===== src/rtl/gray2rgb565_pkg.sv =====
// Shared definitions for the gray-to-RGB565 colour mapper: mode encodings,
// RGB565 field layout and the default binary threshold.
package gray2rgb_pkg;

  typedef enum logic [1:0] {
    MODE_GRAY = 2'd0,
    MODE_HEAT = 2'd1,
    MODE_BIN  = 2'd2,
    MODE_INV  = 2'd3
  } mode_e;

  localparam int R_LSB   = 11;
  localparam int R_W     = 5;
  localparam int G_LSB   = 5;
  localparam int G_W     = 6;
  localparam int B_LSB   = 0;
  localparam int B_W     = 5;
  localparam int PIX_W   = 16;
  localparam int ENTRY_W = PIX_W + 2;

  localparam logic [7:0] THRESH_DEFAULT = 8'd128;

  function automatic logic [PIX_W-1:0] pack565(input logic [R_W-1:0] r,
                                               input logic [G_W-1:0] g,
                                               input logic [B_W-1:0] b);
    logic [PIX_W-1:0] px;
    px = '0;
    px[R_LSB +: R_W] = r;
    px[G_LSB +: G_W] = g;
    px[B_LSB +: B_W] = b;
    return px;
  endfunction

endpackage


===== src/rtl/gray2rgb565_if.sv =====
// Pixel stream bundle: gray input handshake and RGB565 output handshake.
interface gray2rgb565_if;
  import gray2rgb_pkg::*;

  logic             in_valid;
  logic             in_ready;
  logic [7:0]       in_gray;
  logic             in_sof;
  logic             in_eol;
  logic             out_valid;
  logic             out_ready;
  logic [PIX_W-1:0] out_rgb;
  logic             out_sof;
  logic             out_eol;

  modport slave (
    input  in_valid, in_gray, in_sof, in_eol, out_ready,
    output in_ready, out_valid, out_rgb, out_sof, out_eol
  );

  modport master (
    output in_valid, in_gray, in_sof, in_eol, out_ready,
    input  in_ready, out_valid, out_rgb, out_sof, out_eol
  );
endinterface


===== src/rtl/gray2rgb565_px_fifo.sv =====
// Synchronous output buffer; storage array plus a registered head entry so the
// consumer sees flopped data and flags.
module px_fifo
  import gray2rgb_pkg::*;
#(
  parameter int DEPTH = 4,
  parameter int W     = ENTRY_W
) (
  input  logic         clk,
  input  logic         rst_n,
  input  logic         wr_en_i,
  input  logic [W-1:0] wr_data_i,
  input  logic         rd_en_i,
  output logic         head_vld_o,
  output logic [W-1:0] head_data_o
);
  localparam int AW    = $clog2(DEPTH);
  localparam int CNT_W = AW + 1;

  logic [W-1:0]     mem_q [DEPTH];
  logic [AW-1:0]    wr_ptr_q, rd_ptr_q;
  logic [CNT_W-1:0] cnt_q, cnt_d;
  logic             head_vld_q;
  logic [W-1:0]     head_q;
  logic             push, load;

  // The head refills whenever it is empty or being consumed this cycle.
  always_comb begin
    push  = wr_en_i && (cnt_q != CNT_W'(DEPTH));
    load  = (cnt_q != '0) && (!head_vld_q || rd_en_i);
    cnt_d = cnt_q + CNT_W'(push) - CNT_W'(load);
  end

  always_ff @(posedge clk) begin
    if (push) mem_q[wr_ptr_q] <= wr_data_i;
  end

  always_ff @(posedge clk or negedge rst_n) begin
    if (!rst_n) begin
      wr_ptr_q   <= '0;
      rd_ptr_q   <= '0;
      cnt_q      <= '0;
      head_vld_q <= 1'b0;
      head_q     <= '0;
    end else begin
      cnt_q <= cnt_d;
      if (push) wr_ptr_q <= wr_ptr_q + AW'(1);
      if (load) begin
        rd_ptr_q   <= rd_ptr_q + AW'(1);
        head_q     <= mem_q[rd_ptr_q];
        head_vld_q <= 1'b1;
      end else if (rd_en_i && head_vld_q) begin
        head_vld_q <= 1'b0;
      end
    end
  end

  assign head_vld_o  = head_vld_q;
  assign head_data_o = head_q;

endmodule


===== src/rtl/gray2rgb565.sv =====
// Gray-to-RGB565 colour mapper with per-frame mode latch, line-length
// measurement and an occupancy-tracked output buffer.
module gray2rgb565
  import gray2rgb_pkg::*;
#(
  parameter int FIFO_DEPTH = 4,
  parameter int LEN_W      = 12
) (
  input  logic             clk,
  input  logic             rst_n,
  input  logic [1:0]       mode,
  input  logic [7:0]       thresh,
  gray2rgb565_if.slave     pix,
  output logic [LEN_W-1:0] line_len,
  output logic             line_len_vld
);
  localparam int OCC_W = $clog2(FIFO_DEPTH) + 1;

  logic             in_fire, out_fire;
  logic [OCC_W-1:0] occ_q, occ_d;
  logic             in_ready_q;
  mode_e            mode_act_q, mode_use;
  logic [7:0]       thresh_act_q, thresh_use;
  logic [LEN_W-1:0] pix_cnt_q, pix_cnt_d, cur_len;
  logic [LEN_W-1:0] line_len_q;
  logic             line_len_vld_q;

  logic             vld_p1;
  logic [7:0]       gray_p1;
  logic             sof_p1, eol_p1;
  mode_e            mode_p1;
  logic [7:0]       thresh_p1;
  logic [PIX_W-1:0] rgb_p2;

  logic               head_vld;
  logic [ENTRY_W-1:0] head_data;

  function automatic logic [LEN_W-1:0] sat_inc(input logic [LEN_W-1:0] c);
    return (&c) ? c : c + LEN_W'(1);
  endfunction

  function automatic logic [PIX_W-1:0] map_rgb(input mode_e m, input logic [7:0] g,
                                               input logic [7:0] th);
    logic [5:0]       k;
    logic [PIX_W-1:0] px;
    k  = g[5:0];
    px = '0;
    case (m)
      MODE_GRAY: px = pack565(g[7:3], g[7:2], g[7:3]);
      MODE_INV:  px = pack565(~g[7:3], ~g[7:2], ~g[7:3]);
      MODE_BIN:  px = (g >= th) ? 16'hFFFF : 16'h0000;
      MODE_HEAT: begin
        case (g[7:6])
          2'd0:    px = pack565(5'd0, k, 5'd31);
          2'd1:    px = pack565(5'd0, 6'd63, 5'd31 - k[5:1]);
          2'd2:    px = pack565(k[5:1], 6'd63, 5'd0);
          default: px = pack565(5'd31, 6'd63 - k, 5'd0);
        endcase
      end
      default:   px = '0;
    endcase
    return px;
  endfunction

  assign in_fire      = pix.in_valid && in_ready_q;
  assign out_fire     = head_vld && pix.out_ready;
  assign pix.in_ready = in_ready_q;

  // Occupancy spans pipeline and buffer, so the buffer can never overflow.
  always_comb begin
    occ_d = occ_q + OCC_W'(in_fire) - OCC_W'(out_fire);
  end

  // A start-of-frame pixel already uses the mode/threshold presented with it.
  always_comb begin
    mode_use   = mode_act_q;
    thresh_use = thresh_act_q;
    if (pix.in_sof) begin
      mode_use   = mode_e'(mode);
      thresh_use = thresh;
    end
  end

  always_comb begin
    cur_len   = pix.in_sof ? LEN_W'(1) : sat_inc(pix_cnt_q);
    pix_cnt_d = pix_cnt_q;
    if (in_fire) pix_cnt_d = pix.in_eol ? '0 : cur_len;
  end

  always_ff @(posedge clk or negedge rst_n) begin
    if (!rst_n) begin
      occ_q          <= '0;
      in_ready_q     <= 1'b0;
      mode_act_q     <= MODE_GRAY;
      thresh_act_q   <= THRESH_DEFAULT;
      pix_cnt_q      <= '0;
      line_len_q     <= '0;
      line_len_vld_q <= 1'b0;
      vld_p1         <= 1'b0;
    end else begin
      occ_q          <= occ_d;
      in_ready_q     <= (occ_d < OCC_W'(FIFO_DEPTH));
      pix_cnt_q      <= pix_cnt_d;
      line_len_vld_q <= in_fire && pix.in_eol;
      vld_p1         <= in_fire;
      if (in_fire && pix.in_sof) begin
        mode_act_q   <= mode_use;
        thresh_act_q <= thresh_use;
      end
      if (in_fire && pix.in_eol) line_len_q <= cur_len;
    end
  end

  // Stage 1: capture pixel, flags and the mode it is to be converted with.
  always_ff @(posedge clk) begin
    if (in_fire) begin
      gray_p1   <= pix.in_gray;
      sof_p1    <= pix.in_sof;
      eol_p1    <= pix.in_eol;
      mode_p1   <= mode_use;
      thresh_p1 <= thresh_use;
    end
  end

  // Stage 2: colour conversion, written straight into the output buffer.
  assign rgb_p2 = map_rgb(mode_p1, gray_p1, thresh_p1);

  px_fifo #(
    .DEPTH (FIFO_DEPTH),
    .W     (ENTRY_W)
  ) u_fifo (
    .clk         (clk),
    .rst_n       (rst_n),
    .wr_en_i     (vld_p1),
    .wr_data_i   ({sof_p1, eol_p1, rgb_p2}),
    .rd_en_i     (pix.out_ready),
    .head_vld_o  (head_vld),
    .head_data_o (head_data)
  );

  assign pix.out_valid = head_vld;
  assign pix.out_sof   = head_data[ENTRY_W-1];
  assign pix.out_eol   = head_data[ENTRY_W-2];
  assign pix.out_rgb   = head_data[PIX_W-1:0];
  assign line_len      = line_len_q;
  assign line_len_vld  = line_len_vld_q;

endmodule


===== src/flat_wrapper.sv =====
// flat-port wrapper written by rule: the top's interface ports become plain ports
module gray2rgb565_flat import gray2rgb_pkg::*;
#(
  parameter int FIFO_DEPTH = 4,
  parameter int LEN_W      = 12
)
  (clk, rst_n, mode, thresh, line_len, line_len_vld, pix_in_valid, pix_in_gray, pix_in_sof, pix_in_eol, pix_out_ready, pix_in_ready, pix_out_valid, pix_out_rgb, pix_out_sof, pix_out_eol);
  gray2rgb565_if pix_i ();
  input  logic clk;
  input  logic rst_n;
  input  logic [1:0] mode;
  input  logic [7:0] thresh;
  output logic [LEN_W-1:0] line_len;
  output logic line_len_vld;
  input wire logic [$bits(pix_i.in_valid)-1:0] pix_in_valid;
  input wire logic [$bits(pix_i.in_gray)-1:0] pix_in_gray;
  input wire logic [$bits(pix_i.in_sof)-1:0] pix_in_sof;
  input wire logic [$bits(pix_i.in_eol)-1:0] pix_in_eol;
  input wire logic [$bits(pix_i.out_ready)-1:0] pix_out_ready;
  output wire logic [$bits(pix_i.in_ready)-1:0] pix_in_ready;
  output wire logic [$bits(pix_i.out_valid)-1:0] pix_out_valid;
  output wire logic [$bits(pix_i.out_rgb)-1:0] pix_out_rgb;
  output wire logic [$bits(pix_i.out_sof)-1:0] pix_out_sof;
  output wire logic [$bits(pix_i.out_eol)-1:0] pix_out_eol;
  assign pix_i.in_valid = pix_in_valid;
  assign pix_i.in_gray = pix_in_gray;
  assign pix_i.in_sof = pix_in_sof;
  assign pix_i.in_eol = pix_in_eol;
  assign pix_i.out_ready = pix_out_ready;
  assign pix_in_ready = pix_i.in_ready;
  assign pix_out_valid = pix_i.out_valid;
  assign pix_out_rgb = pix_i.out_rgb;
  assign pix_out_sof = pix_i.out_sof;
  assign pix_out_eol = pix_i.out_eol;
  gray2rgb565 #(.FIFO_DEPTH(FIFO_DEPTH), .LEN_W(LEN_W)) u_core (.clk(clk), .rst_n(rst_n), .mode(mode), .thresh(thresh), .pix(pix_i), .line_len(line_len), .line_len_vld(line_len_vld));
endmodule

===== config.mk =====
export PLATFORM = sky130hd
export DESIGN_NAME = gray2rgb565_flat
export DESIGN_NICKNAME = d
export VERILOG_FILES = /design/src/rtl/gray2rgb565_pkg.sv /design/src/rtl/gray2rgb565_if.sv /design/src/rtl/gray2rgb565_px_fifo.sv /design/src/rtl/gray2rgb565.sv /design/src/flat_wrapper.sv
export SDC_FILE = /design/constraint.sdc
export NUM_CORES = 1
export LEC_CHECK = 0
export BUFFER_PORTS_ARGS = -buffer_cell sky130_fd_sc_hd__buf_2
export CORE_UTILIZATION = 30
export CTS_CLUSTER_DIAMETER = 200
export DETAILED_ROUTE_END_ITERATION = 8
export PLACE_DENSITY = 0.44
export SYNTH_ARGS = -nofsm -noshare
export SYNTH_HDL_FRONTEND = slang
export SYNTH_SLANG_ARGS = --single-unit

===== constraint.sdc =====
create_clock -name clk -period 6.3 [get_ports clk]
set_input_delay 0.315 -clock clk [delete_from_list [all_inputs] [get_ports clk]]
set_output_delay 0.315 -clock clk [all_outputs]
set_load 0.05 [all_outputs]

==> flow_summary.json <==
{
  "yosys-top-cells-area": "edfxtp_1 (39%), dfrtp_1 (23%), mux2_2 (6.3%), mux4_2 (5.8%), nand2_1 (4.2%)",
  "clock_latency_ps": 420,
  "cp_slowest_cell": "a31oi_2",
  "regArea_um2": 4420,
  "relSlewSlack": 0.285,
  "wire_per_inst_um": 16.1,
  "yosysTopAreaCell": "edfxtp_1",
  "drt_wl_total_mm": 14.4,
  "report.final.slew_viol_count": 0,
  "top_layer_used": "met4",
  "fp.dieW_um": 155,
  "grtUsageTotal": 0.130,
  "synth_area_um2": 7000,
  "holdBufCountCts": 0,
  "dp_hpwl_mm": 9.24,
  "die_h_um": 155,
  "synth_top_area_frac": 0.395,
  "ctsResizeCount": 0,
  "portBuffers": 56,
  "route.met2.wl_mm": 6.66,
  "clockBufferDepth": 2,
  "wl_met1_mm": 7.21,
  "initial_core_util": 0.307,
  "crit_chain": "inv_1, ha_1, nand2b_1, a2111oi_0, nor4_1, a31oi_2, nand2_1",
  "dr.pass1.iters": 4,
  "cap_violations": 0,
  "synth_seq_area_share": 0.631,
  "coreArea_um2": 22800,
  "grt_pass1_vias": 4304,
  "final_common_cell": "edfxtp_1",
  "async_reset_ff_frac": 0.418,
  "grt_max_degree": 67,
  "power.density_nw_per_um2": 465,
  "drt-vias-per-instance": 4.54,
  "syn-num-nets": 561,
  "nFillCells": 2204,
  "cts_tree": "built",
  "die_area_um2": 24000,
  "cp-end-kind": "register",
  "leakage_nw": 3.25,
  "synth_ff_type": "edfxtp_1",
  "critPathMaxStageDelay_ps": 780,
  "globalplace.congestion": 0.810,
  "synthCells": 514,
  "synth_cell_types": 52,
  "cts_sinks": 158,
  "cts_buffers": 17,
  "worstPathRequired_ps": 6380,
  "post-route-period-util": 0.438,
  "drive_above_1_share": 0.265,
  "dpl_cell_area_um2": 7600,
  "grt-ovfl-total": 0,
  "drc": 0,
  "peakVddDrop_v": 0.000179,
  "reg2reg_to": "u_core.u_fifo.mem_q[0][2]$_DFFE_PP_",
  "syn_to_final_growth_pct": 16.8,
  "finalHoldViolCount": 0,
  "root_buffer": "clkbuf_16",
  "endpoint": "u_core.u_fifo.mem_q[0][2]$_DFFE_PP_",
  "setup_viol": 0,
  "run_status": "completed",
  "core.rowCount": 55,
  "fin_crit_ps": 2760,
  "htree_num_levels": 4,
  "grt_pass1_wl_mm": 23.6,
  "critPathLaunchType": "register",
  "rsz0062_at_grt": "false",
  "io_pins": 57,
  "synth.avg_cell_area_um2": 13.6,
  "reg2reg_slack_ps": 3540,
  "multiInputGateArea_um2": 2360,
  "r2r-start": "u_core.gray_p1[0]$_DFFE_PP_",
  "skew_ps": 10.7,
  "cp.arrival_ps": 2840,
  "critPathLaunch": "u_core.gray_p1[0]$_DFFE_PP_",
  "wl_met3_um": 363,
  "synth-seq-cells": 158,
  "fin_nets": 618,
  "max_freq_mhz": 363,
  "route.vias.total": 4076,
  "postRouteAntennaNets": 0,
  "drt_iter0_markers": 107,
  "cp_max_fo": 16,
  "synth_edf_count": 92,
  "mostFrequentLayoutCells": "edfxtp_1 (92), nand2_1 (79), dfrtp_1 (65), buf_2 (55), mux2_2 (39)",
  "postCtsSetupBuffers": 0,
  "worstRegToRegCells": 7,
  "clk_pin_slew_ps": 60,
  "power.total_mw": 3.80,
  "ys_warn_count": 0,
  "hp-class": "in2async",
  "setup_tns_ps": 0,
  "finalInstanceArea_um2": 8180,
  "crit_type": "reg2reg",
  "tightest_slew_ps": 1070,
  "antenna_found_initial": 0,
  "n_antenna_cell": 0
}
## registers in the layout, summed over array words and instances (netlist names), 2 cells and up
| signal | flops |
|---|---|
| u_core.thresh_act_q | 8 |
| u_core.u_fifo.rd_ptr_q | 2 |
| u_core.occ_q | 3 |
| u_core.u_fifo.cnt_q | 3 |
| u_core.u_fifo.wr_ptr_q | 2 |
| u_core.thresh_p1 | 8 |
| u_core.gray_p1 | 8 |
| u_core.line_len | 12 |
| u_core.mode_act_q | 2 |
| u_core.pix_cnt_q | 12 |
| u_core.u_fifo.mem_q | 72 |
| u_core.u_fifo.head_data_o | 18 |
| u_core.mode_p1 | 2 |
## how the worst min path moves through the flow
stage / endpoint / slack (ps) / depth (start not counted)
after global placement: u_core.line_len[0]$_DFFE_PN0P_ / 460 / 2
after CTS: u_core.u_fifo.head_data_o[15]$_DFFE_PN0P_ / 50 / 1
after global routing: u_core.gray_p1[4]$_DFFE_PP_ / 60 / 1
final: u_core.u_fifo.head_data_o[15]$_DFFE_PN0P_ / 20 / 1
after floorplan: u_core.line_len[0]$_DFFE_PN0P_ / 20 / 0
after detailed placement: u_core.line_len[0]$_DFFE_PN0P_ / 460 / 2
## metrics by stage
step,cells,setup slack (ps),utilization,hold slack [ps]
5_1_grt,897,3300,0.359,59.9
3_5_place_dp,865,3430,0.333,459
3_3_place_gp,865,3480,0.333,455
2_1_floorplan,514,3990,-,19.4
6_report,897,3540,0.359,24.7
4_1_cts,897,3410,0.359,53.0
## cell type report
class,count,share of cell area
Sequential cell,158,0.540
Multi-Input combinational cell,302,0.289
Clock buffer,21,0.0539
Tap cell,313,0.0479
Timing Repair Buffer,59,0.0373
Clock inverter,11,0.0173
Inverter,33,0.0151
## metal layers
layer	up-vias	track usage
li1	1965	-
met1	2035	0.175
met2	65	0.207
met3	11	0.0311
met4	0	0.0448
met5	-	0
## cells in the mapped netlist (3+ instances only)
master / instances
nor2_1: 19
clkbuf_1: 9
nand2_1: 79
o21ai_1: 6
o21ai_0: 16
buf_4: 3
xor2_1: 4
dfrtp_1: 65
mux2i_1: 5
nand2b_1: 3
o31ai_1: 3
nand3_1: 15
ha_1: 21
nor3_1: 9
buf_2: 7
nor4_1: 3
mux4_2: 18
mux2_2: 39
a21oi_1: 16
edfxtp_1: 92
inv_1: 33
and2_1: 4
xnor2_1: 9
## logic make-up after synthesis
logic type                 count (synthesis)  share of synthesized area
buffers and inverters                     54                     0.0329
muxes                                     62                      0.128
AOI/OAI and AO/OA                         57                     0.0499
adders and majority gates                 23                     0.0432
xor gates and xnor gates                  13                     0.0163
DFF                                      158                      0.631
and+or+nand+nor                          147                     0.0994
## worst max-delay path, delay by kind of cell (launching register included)
kind,cells,cell delay (ps)
DFF,1,400
and+or+nand+nor,3,520
AOI/OAI and AO/OA,2,1200
buffers and inverters,1,80
adders and majority gates,1,210
## power by group
group / internal (mW) / total [mW] / leakage, nW / switching (mW)
registers: 1.43 / 1.59 / 1.66 / 0.152
clock network: 0.622 / 1.03 / 0.279 / 0.405
logic: 0.442 / 1.19 / 1.31 / 0.746
(Power assumes the default switching activity.)
